===== src/rtl/core_types_pkg.sv =====
// Shared dmem-path types: block address, word, and write-buffer entry/response records.
package core_types_pkg;

  typedef logic [12:0] block_addr_t;
  typedef logic [31:0] word_t;

  localparam int WB_DEPTH       = 4;
  localparam int WB_INDEX_WIDTH = $clog2(WB_DEPTH);

  typedef struct packed {
    logic        valid;
    block_addr_t addr;
    word_t [1:0] data;
  } wb_entry_t;

  typedef struct packed {
    block_addr_t addr;
    word_t [1:0] data;
  } wb_resp_t;

endpackage


===== src/rtl/wb_resp_queue.sv =====
// Two-entry FIFO holding locally-served read responses until the response port is free.
module wb_resp_queue
  import core_types_pkg::*;
(
  input  logic     CLK,
  input  logic     nRST,
  input  logic     push,
  input  wb_resp_t push_data,
  input  logic     pop,
  output wb_resp_t pop_data,
  output logic     full,
  output logic     empty
);

  wb_resp_t   slots [2];
  logic [1:0] rd_ptr;
  logic [1:0] wr_ptr;

  assign empty    = (rd_ptr == wr_ptr);
  assign full     = (rd_ptr[0] == wr_ptr[0]) && (rd_ptr[1] != wr_ptr[1]);
  assign pop_data = slots[rd_ptr[0]];

  always_ff @(posedge CLK or negedge nRST) begin
    if (!nRST) begin
      rd_ptr   <= '0;
      wr_ptr   <= '0;
      slots[0] <= '0;
      slots[1] <= '0;
    end else begin
      if (push && !full) begin
        slots[wr_ptr[0]] <= push_data;
        wr_ptr           <= wr_ptr + 2'd1;
      end
      if (pop && !empty) begin
        rd_ptr <= rd_ptr + 2'd1;
      end
    end
  end

endmodule


===== src/rtl/dmem_write_buffer.sv =====
// Coalescing write-back buffer between dcache and the memory controller.
// Serves block reads that hit buffered data and gates the flush indication until drained.
module dmem_write_buffer
  import core_types_pkg::*;
#(
  parameter int DEPTH            = WB_DEPTH,
  parameter int SLOW_DOWN_THRESH = 2
) (
  input  logic        CLK,
  input  logic        nRST,
  input  logic        dmem_write_req_valid,
  input  logic [12:0] dmem_write_req_block_addr,
  input  logic [63:0] dmem_write_req_data,
  output logic        dmem_write_req_blocked,
  output logic        dmem_write_req_slow_down,
  input  logic        dmem_read_req_valid,
  input  logic [12:0] dmem_read_req_block_addr,
  output logic        dmem_read_req_blocked,
  output logic        dmem_read_resp_valid,
  output logic [12:0] dmem_read_resp_block_addr,
  output logic [63:0] dmem_read_resp_data,
  output logic        mc_read_req_valid,
  output logic [12:0] mc_read_req_block_addr,
  input  logic        mc_read_resp_valid,
  input  logic [12:0] mc_read_resp_block_addr,
  input  logic [63:0] mc_read_resp_data,
  output logic        mc_write_req_valid,
  output logic [12:0] mc_write_req_block_addr,
  output logic [63:0] mc_write_req_data,
  input  logic        mc_write_req_ready,
  input  logic        dcache_flushed,
  output logic        flushed
);

  localparam int IW = $clog2(DEPTH);
  localparam logic [IW:0] SLOW_THRESH = (IW+1)'(SLOW_DOWN_THRESH);

  wb_entry_t     entries [DEPTH];
  logic [IW:0]   head;
  logic [IW:0]   tail;
  logic [IW:0]   count;
  logic [IW-1:0] head_idx;
  logic [IW-1:0] tail_idx;
  logic          full;
  logic          empty;
  logic          drain;
  logic          wr_acc;
  logic          coalesce;
  logic [IW-1:0] coalesce_idx;

  logic          rd_acc;
  logic          rd_hit;
  logic [63:0]   rd_hit_data;

  logic          rq_push;
  logic          rq_pop;
  logic          rq_full;
  logic          rq_empty;
  logic          rq_bypass;
  wb_resp_t      rq_push_data;
  wb_resp_t      rq_head;

  assign head_idx = head[IW-1:0];
  assign tail_idx = tail[IW-1:0];
  assign count    = tail - head;
  assign full     = (head_idx == tail_idx) && (head[IW] != tail[IW]);
  assign empty    = (head == tail);

  assign dmem_write_req_blocked   = full;
  assign dmem_write_req_slow_down = (count >= SLOW_THRESH);

  assign mc_write_req_valid      = entries[head_idx].valid;
  assign mc_write_req_block_addr = entries[head_idx].addr;
  assign mc_write_req_data       = entries[head_idx].data;

  assign drain  = mc_write_req_valid & mc_write_req_ready;
  assign wr_acc = dmem_write_req_valid & ~full;

  // The head leaving this cycle can't absorb new data; a same-address write becomes a fresh entry.
  always_comb begin
    coalesce     = 1'b0;
    coalesce_idx = '0;
    for (int i = 0; i < DEPTH; i++) begin
      if (entries[i].valid && (entries[i].addr == dmem_write_req_block_addr) &&
          !(drain && (IW'(i) == head_idx))) begin
        coalesce     = 1'b1;
        coalesce_idx = IW'(i);
      end
    end
  end

  always_ff @(posedge CLK or negedge nRST) begin
    if (!nRST) begin
      head <= '0;
      tail <= '0;
      for (int i = 0; i < DEPTH; i++) begin
        entries[i] <= '0;
      end
    end else begin
      if (drain) begin
        entries[head_idx].valid <= 1'b0;
        head                    <= head + (IW+1)'(1);
      end
      if (wr_acc) begin
        if (coalesce) begin
          entries[coalesce_idx].data <= dmem_write_req_data;
        end else begin
          entries[tail_idx].valid <= 1'b1;
          entries[tail_idx].addr  <= dmem_write_req_block_addr;
          entries[tail_idx].data  <= dmem_write_req_data;
          tail                    <= tail + (IW+1)'(1);
        end
      end
    end
  end

  // Incoming write is youngest, so it overrides any buffered copy.
  always_comb begin
    rd_hit      = 1'b0;
    rd_hit_data = '0;
    for (int i = 0; i < DEPTH; i++) begin
      if (entries[i].valid && (entries[i].addr == dmem_read_req_block_addr)) begin
        rd_hit      = 1'b1;
        rd_hit_data = entries[i].data;
      end
    end
    if (wr_acc && (dmem_write_req_block_addr == dmem_read_req_block_addr)) begin
      rd_hit      = 1'b1;
      rd_hit_data = dmem_write_req_data;
    end
  end

  assign dmem_read_req_blocked  = rq_full;
  assign rd_acc                 = dmem_read_req_valid & ~rq_full;
  assign mc_read_req_valid      = rd_acc & ~rd_hit;
  assign mc_read_req_block_addr = dmem_read_req_block_addr;

  // An uncontested hit with nothing queued skips the queue to keep the 1-cycle latency.
  assign rq_bypass         = rd_acc & rd_hit & rq_empty & ~mc_read_resp_valid;
  assign rq_push           = rd_acc & rd_hit & ~rq_bypass;
  assign rq_pop            = ~mc_read_resp_valid & ~rq_empty;
  assign rq_push_data.addr = dmem_read_req_block_addr;
  assign rq_push_data.data = rd_hit_data;

  wb_resp_queue u_resp_queue (
    .CLK       (CLK),
    .nRST      (nRST),
    .push      (rq_push),
    .push_data (rq_push_data),
    .pop       (rq_pop),
    .pop_data  (rq_head),
    .full      (rq_full),
    .empty     (rq_empty)
  );

  always_ff @(posedge CLK or negedge nRST) begin
    if (!nRST) begin
      dmem_read_resp_valid      <= 1'b0;
      dmem_read_resp_block_addr <= '0;
      dmem_read_resp_data       <= '0;
    end else if (mc_read_resp_valid) begin
      dmem_read_resp_valid      <= 1'b1;
      dmem_read_resp_block_addr <= mc_read_resp_block_addr;
      dmem_read_resp_data       <= mc_read_resp_data;
    end else if (rq_pop) begin
      dmem_read_resp_valid      <= 1'b1;
      dmem_read_resp_block_addr <= rq_head.addr;
      dmem_read_resp_data       <= rq_head.data;
    end else if (rq_bypass) begin
      dmem_read_resp_valid      <= 1'b1;
      dmem_read_resp_block_addr <= dmem_read_req_block_addr;
      dmem_read_resp_data       <= rd_hit_data;
    end else begin
      dmem_read_resp_valid      <= 1'b0;
    end
  end

  always_ff @(posedge CLK or negedge nRST) begin
    if (!nRST) begin
      flushed <= 1'b0;
    end else if (dcache_flushed && empty && rq_empty) begin
      flushed <= 1'b1;
    end
  end

endmodule


===== config.mk =====
export PLATFORM = sky130hd
export DESIGN_NAME = dmem_write_buffer
export DESIGN_NICKNAME = d
export VERILOG_FILES = /design/src/rtl/core_types_pkg.sv /design/src/rtl/wb_resp_queue.sv /design/src/rtl/dmem_write_buffer.sv
export SDC_FILE = /design/constraint.sdc
export NUM_CORES = 1
export LEC_CHECK = 0
export CORE_ASPECT_RATIO = 1.25
export CORE_MARGIN = 2
export CORE_UTILIZATION = 59
export CTS_BUF_LIST = sky130_fd_sc_hd__clkbuf_2 sky130_fd_sc_hd__clkbuf_4 sky130_fd_sc_hd__clkbuf_8
export DETAILED_ROUTE_END_ITERATION = 6
export PLACE_DENSITY = 0.83
export SLEW_MARGIN = 20
export SYNTH_ARGS = -nofsm -noshare
export SYNTH_HDL_FRONTEND = slang
export SYNTH_SLANG_ARGS = --single-unit

===== constraint.sdc =====
create_clock -name CLK -period 5 [get_ports CLK]
set_clock_uncertainty 0.05 [all_clocks]
set_input_delay 1 -clock CLK [delete_from_list [all_inputs] [get_ports CLK]]
set_output_delay 1 -clock CLK [all_outputs]
set_load 0.1 [all_outputs]

==> run metrics <==
DRT antenna net count 0; cell type with the largest total area after synthesis sky130_fd_sc_hd__dfrtp_1; global-route wire length before repair 159900 um; overall die width 209.9 um; Max-Cap Viols 0; top-level port count 348; Max H-tree Level 3; count of unique library cells instantiated by Yosys 51; setup repair after global routing missed its margin false; register cell area after layout roughly 0.014 mm2; number of inserted filler cells in the final layout 3730; startpoint of the lowest-slack register-to-register path head[0]; hold-fix buffers at CTS 0; average footprint of a synthesized cell 10.39 um2; count of final hold-check violations 0; GRT Overall Usage 38.10%; number of global-route vias before repair 27146; Final Wtd Congestion approximately 0.95; path category of the worst min-delay check primary input to asynchronous set/reset pin; number of antenna violations at the first check in global routing 10; clock latency of the later-clocked register in the worst-skew pair 0.73 ns; Setup CP Type primary input to output port; Worst Max-Slew Pin Slew 1.133 ns; async set or reset register ratio after synthesis 100.0%; maximum number of pins on one net before global-route repair 113; detailed-route DRC error count 0; area share of the largest cell type after synthesis 44.41%; CTS tree done; crit path cell chain clkdlybuf4s50_1 > xnor2_1 > nand4_1 > nor4_1 > a211oi_4 > and3_1 > buf_12; routed wire length per instance 26.15 um; final WL 104400 um; vias per cell 6.675; highest ir drop seen on vdd between 0.001 and 0.0015 V; Sum Neg Setup Slack 0 ns; area overhead of the layout relative to synthesis 18.91%; Die Height between 200 and 300 um; Critical-path top delay cell sky130_fd_sc_hd__clkdlybuf4s50_1; overall via count from detail_route 26647; worst path buffer plus inverter count 2; total grt overflow 0; number of buffers inserted by port buffering 347; flip-flop cell with the highest count after synthesis sky130_fd_sc_hd__dfrtp_1; utilization of the core after routing a little over two thirds; flop and latch count out of synthesis 555; number of nets at the end of the flow 3435; post-CTS repair timing setup buffer count 0; most common cell after layout, fill and taps aside sky130_fd_sc_hd__dfrtp_1; Num Clock Sinks approximately 560; count of instances resized after the clock tree is built 0; iteration-0 DRC count of the detailed router ~3200; final cycle utilization of the critical path between 90% and 100%; Die ar. 0.05488 mm2; startpoint type of the worst setup path primary input; endpoint of the worst-slack reg-to-reg timing path entries[157]; power density relative to cell area 744.6 mW/mm2; fin. max-slew vios 0; Post-Synthesis Cell Area 0.03128 mm2; leading cell types in the layout, fill and taps excluded 552 x sky130_fd_sc_hd__dfrtp_1, 299 x sky130_fd_sc_hd__clkdlybuf4s50_1, 295 x sky130_fd_sc_hd__nand2_1; ranking of synthesized cells by area sky130_fd_sc_hd__dfrtp_1 44%, sky130_fd_sc_hd__mux2_2 9.5%, sky130_fd_sc_hd__mux4_2 5.6%; cell area after layout 0.03719 mm2; run status completed; minimum period implied by the final worst setup slack 4.633 ns; TritonCTS buffer count 88; Post-DP Area about 0.035 mm2; biggest cell delay along the critical path 0.67 ns; number of synthesized flops with an enable pin 0; sequential element share of the synthesized area 44.41%; peak fanout along the critical path 6; core region area 0.05257 mm2; post-synth net total ~3200; synthesized instance count 3010; Leak Pwr 15.15 nW; floorplan row count 94; register-to-register setup slack ~1.3 ns; Critical Path RT roughly 4.0 ns; total half-perimeter wirelength after legalization and detailed placement 66200 um; buffer type at the clock tree root sky130_fd_sc_hd__clkbuf_8; clock slew seen by the registers of the worst setup and hold paths approximately 0.060 ns; iteration count of the initial detailed-routing pass 6; Slew HR between 20% and 30%; worst path arrival time 3.58 ns; number of setup violations in the final report 0; largest delay contributor family on the critical path simple AND/OR/NAND/NOR gates; clock tree buffer depth 3; ratio of cells with drive above 1 in the final layout between 20% and 30%; Achievable Freq 0.2158 GHz; number of cells traversed by the worst register-to-register path 8; Worst setup EP type output port; initial cell density of the core 59.49%; area of the multi-input gates ~0.016 mm2; count of synthesis-stage warnings from yosys 0
[sequential cells by signal (all words and copies together) (netlist names)]
| name | flops |
|---|---|
| dmem_read_resp_block_addr | 13 |
| u_resp_queue.rd_ptr | 2 |
| u_resp_queue.wr_ptr | 2 |
| entries | 312 |
| flushed | 1 |
| head | 3 |
| u_resp_queue.slots | 154 |
| dmem_read_resp_valid | 1 |
| dmem_read_resp_data | 64 |
| tail | 3 |
[area by class of cell]
cell class,instances,share of cell area (%)
Multi-Input combinational cell,2168,43.47
Sequential cell,555,37.37
Timing Repair Buffer,431,11.48
Clock buffer,135,4.592
Tap cell,672,2.261
Clock inverter,20,0.7334
Inverter,6,0.06056
Antenna cell,5,0.03364
[per-layer routing]
layer	GRT usage, %	share of wire, %	vias up
met5	0	0.074	-
met1	46.01	36	13354
met3	8.538	9.3	389
met4	23.42	6.2	10
met2	62.79	48	1635
li1	-	-	11259
[per-stage QoR]
step / setup slack, ns / total power [W] / hold WS [ns] / cells
global route: 0.3392 / 0.02856 / 0.4013 / 3992
finish: 0.3667 / 0.02769 / 0.3509 / 3992
detailed placement: 0.2754 / 0.02320 / 0.4132 / 3832
CTS: 0.3482 / 0.02764 / 0.3630 / 3987
floorplan: 0.1490 / 0.01918 / 0.3992 / 3010
global placement: 0.2880 / 0.02286 / 0.4073 / 3832
[cell usage after synthesis, types with 65 or more instances]
master / count
sky130_fd_sc_hd__a21oi_1: 77
sky130_fd_sc_hd__and2_1: 65
sky130_fd_sc_hd__buf_2: 66
sky130_fd_sc_hd__clkbuf_1: 154
sky130_fd_sc_hd__dfrtp_1: 555
sky130_fd_sc_hd__mux2_2: 265
sky130_fd_sc_hd__mux2_4: 69
sky130_fd_sc_hd__mux2i_1: 77
sky130_fd_sc_hd__mux4_2: 78
sky130_fd_sc_hd__nand2_1: 297
sky130_fd_sc_hd__nand2b_1: 130
sky130_fd_sc_hd__nand3_1: 203
sky130_fd_sc_hd__nor2_1: 208
sky130_fd_sc_hd__o21ai_0: 153
sky130_fd_sc_hd__o31ai_1: 128
sky130_fd_sc_hd__xnor2_1: 114
[report_power, final]
group,total [W],switching [W],internal [W]
Combinational,0.0156,0.0105,0.00510
Clock,0.00439,0.00190,0.00249
Sequential,0.00771,0.00163,0.00608
[kinds of logic (layout without fill, tap and decap cells)]
logic type / Yosys count / after routing / synth area share (%)
adder cells (fa/ha/maj): 11 / 11 / 0.4641
multiplexers: 501 / 501 / 21.37
other: 0 / 5 / 0
AO/OA/AOI/OAI: 556 / 556 / 11.12
flip-flops: 555 / 555 / 44.41
XOR/XNOR: 129 / 129 / 3.636
AND/OR/NAND/NOR: 971 / 971 / 14.65
buffers and inverters: 287 / 592 / 4.357
[worst max-delay path by stage]
stage                                startpoint                 endpoint  cells past startpoint
global placement    dmem_read_req_block_addr[3]  dmem_read_resp_data[62]                      9
detailed placement  dmem_read_req_block_addr[1]  dmem_read_resp_data[62]                      9
floorplan                               head[1]        mc_read_req_valid                     12
global route        dmem_read_req_block_addr[1]        mc_read_req_valid                      7
finish              dmem_read_req_block_addr[1]        mc_read_req_valid                      7
CTS                 dmem_read_req_block_addr[1]        mc_read_req_valid                      7
(Power assumes the default switching activity.)
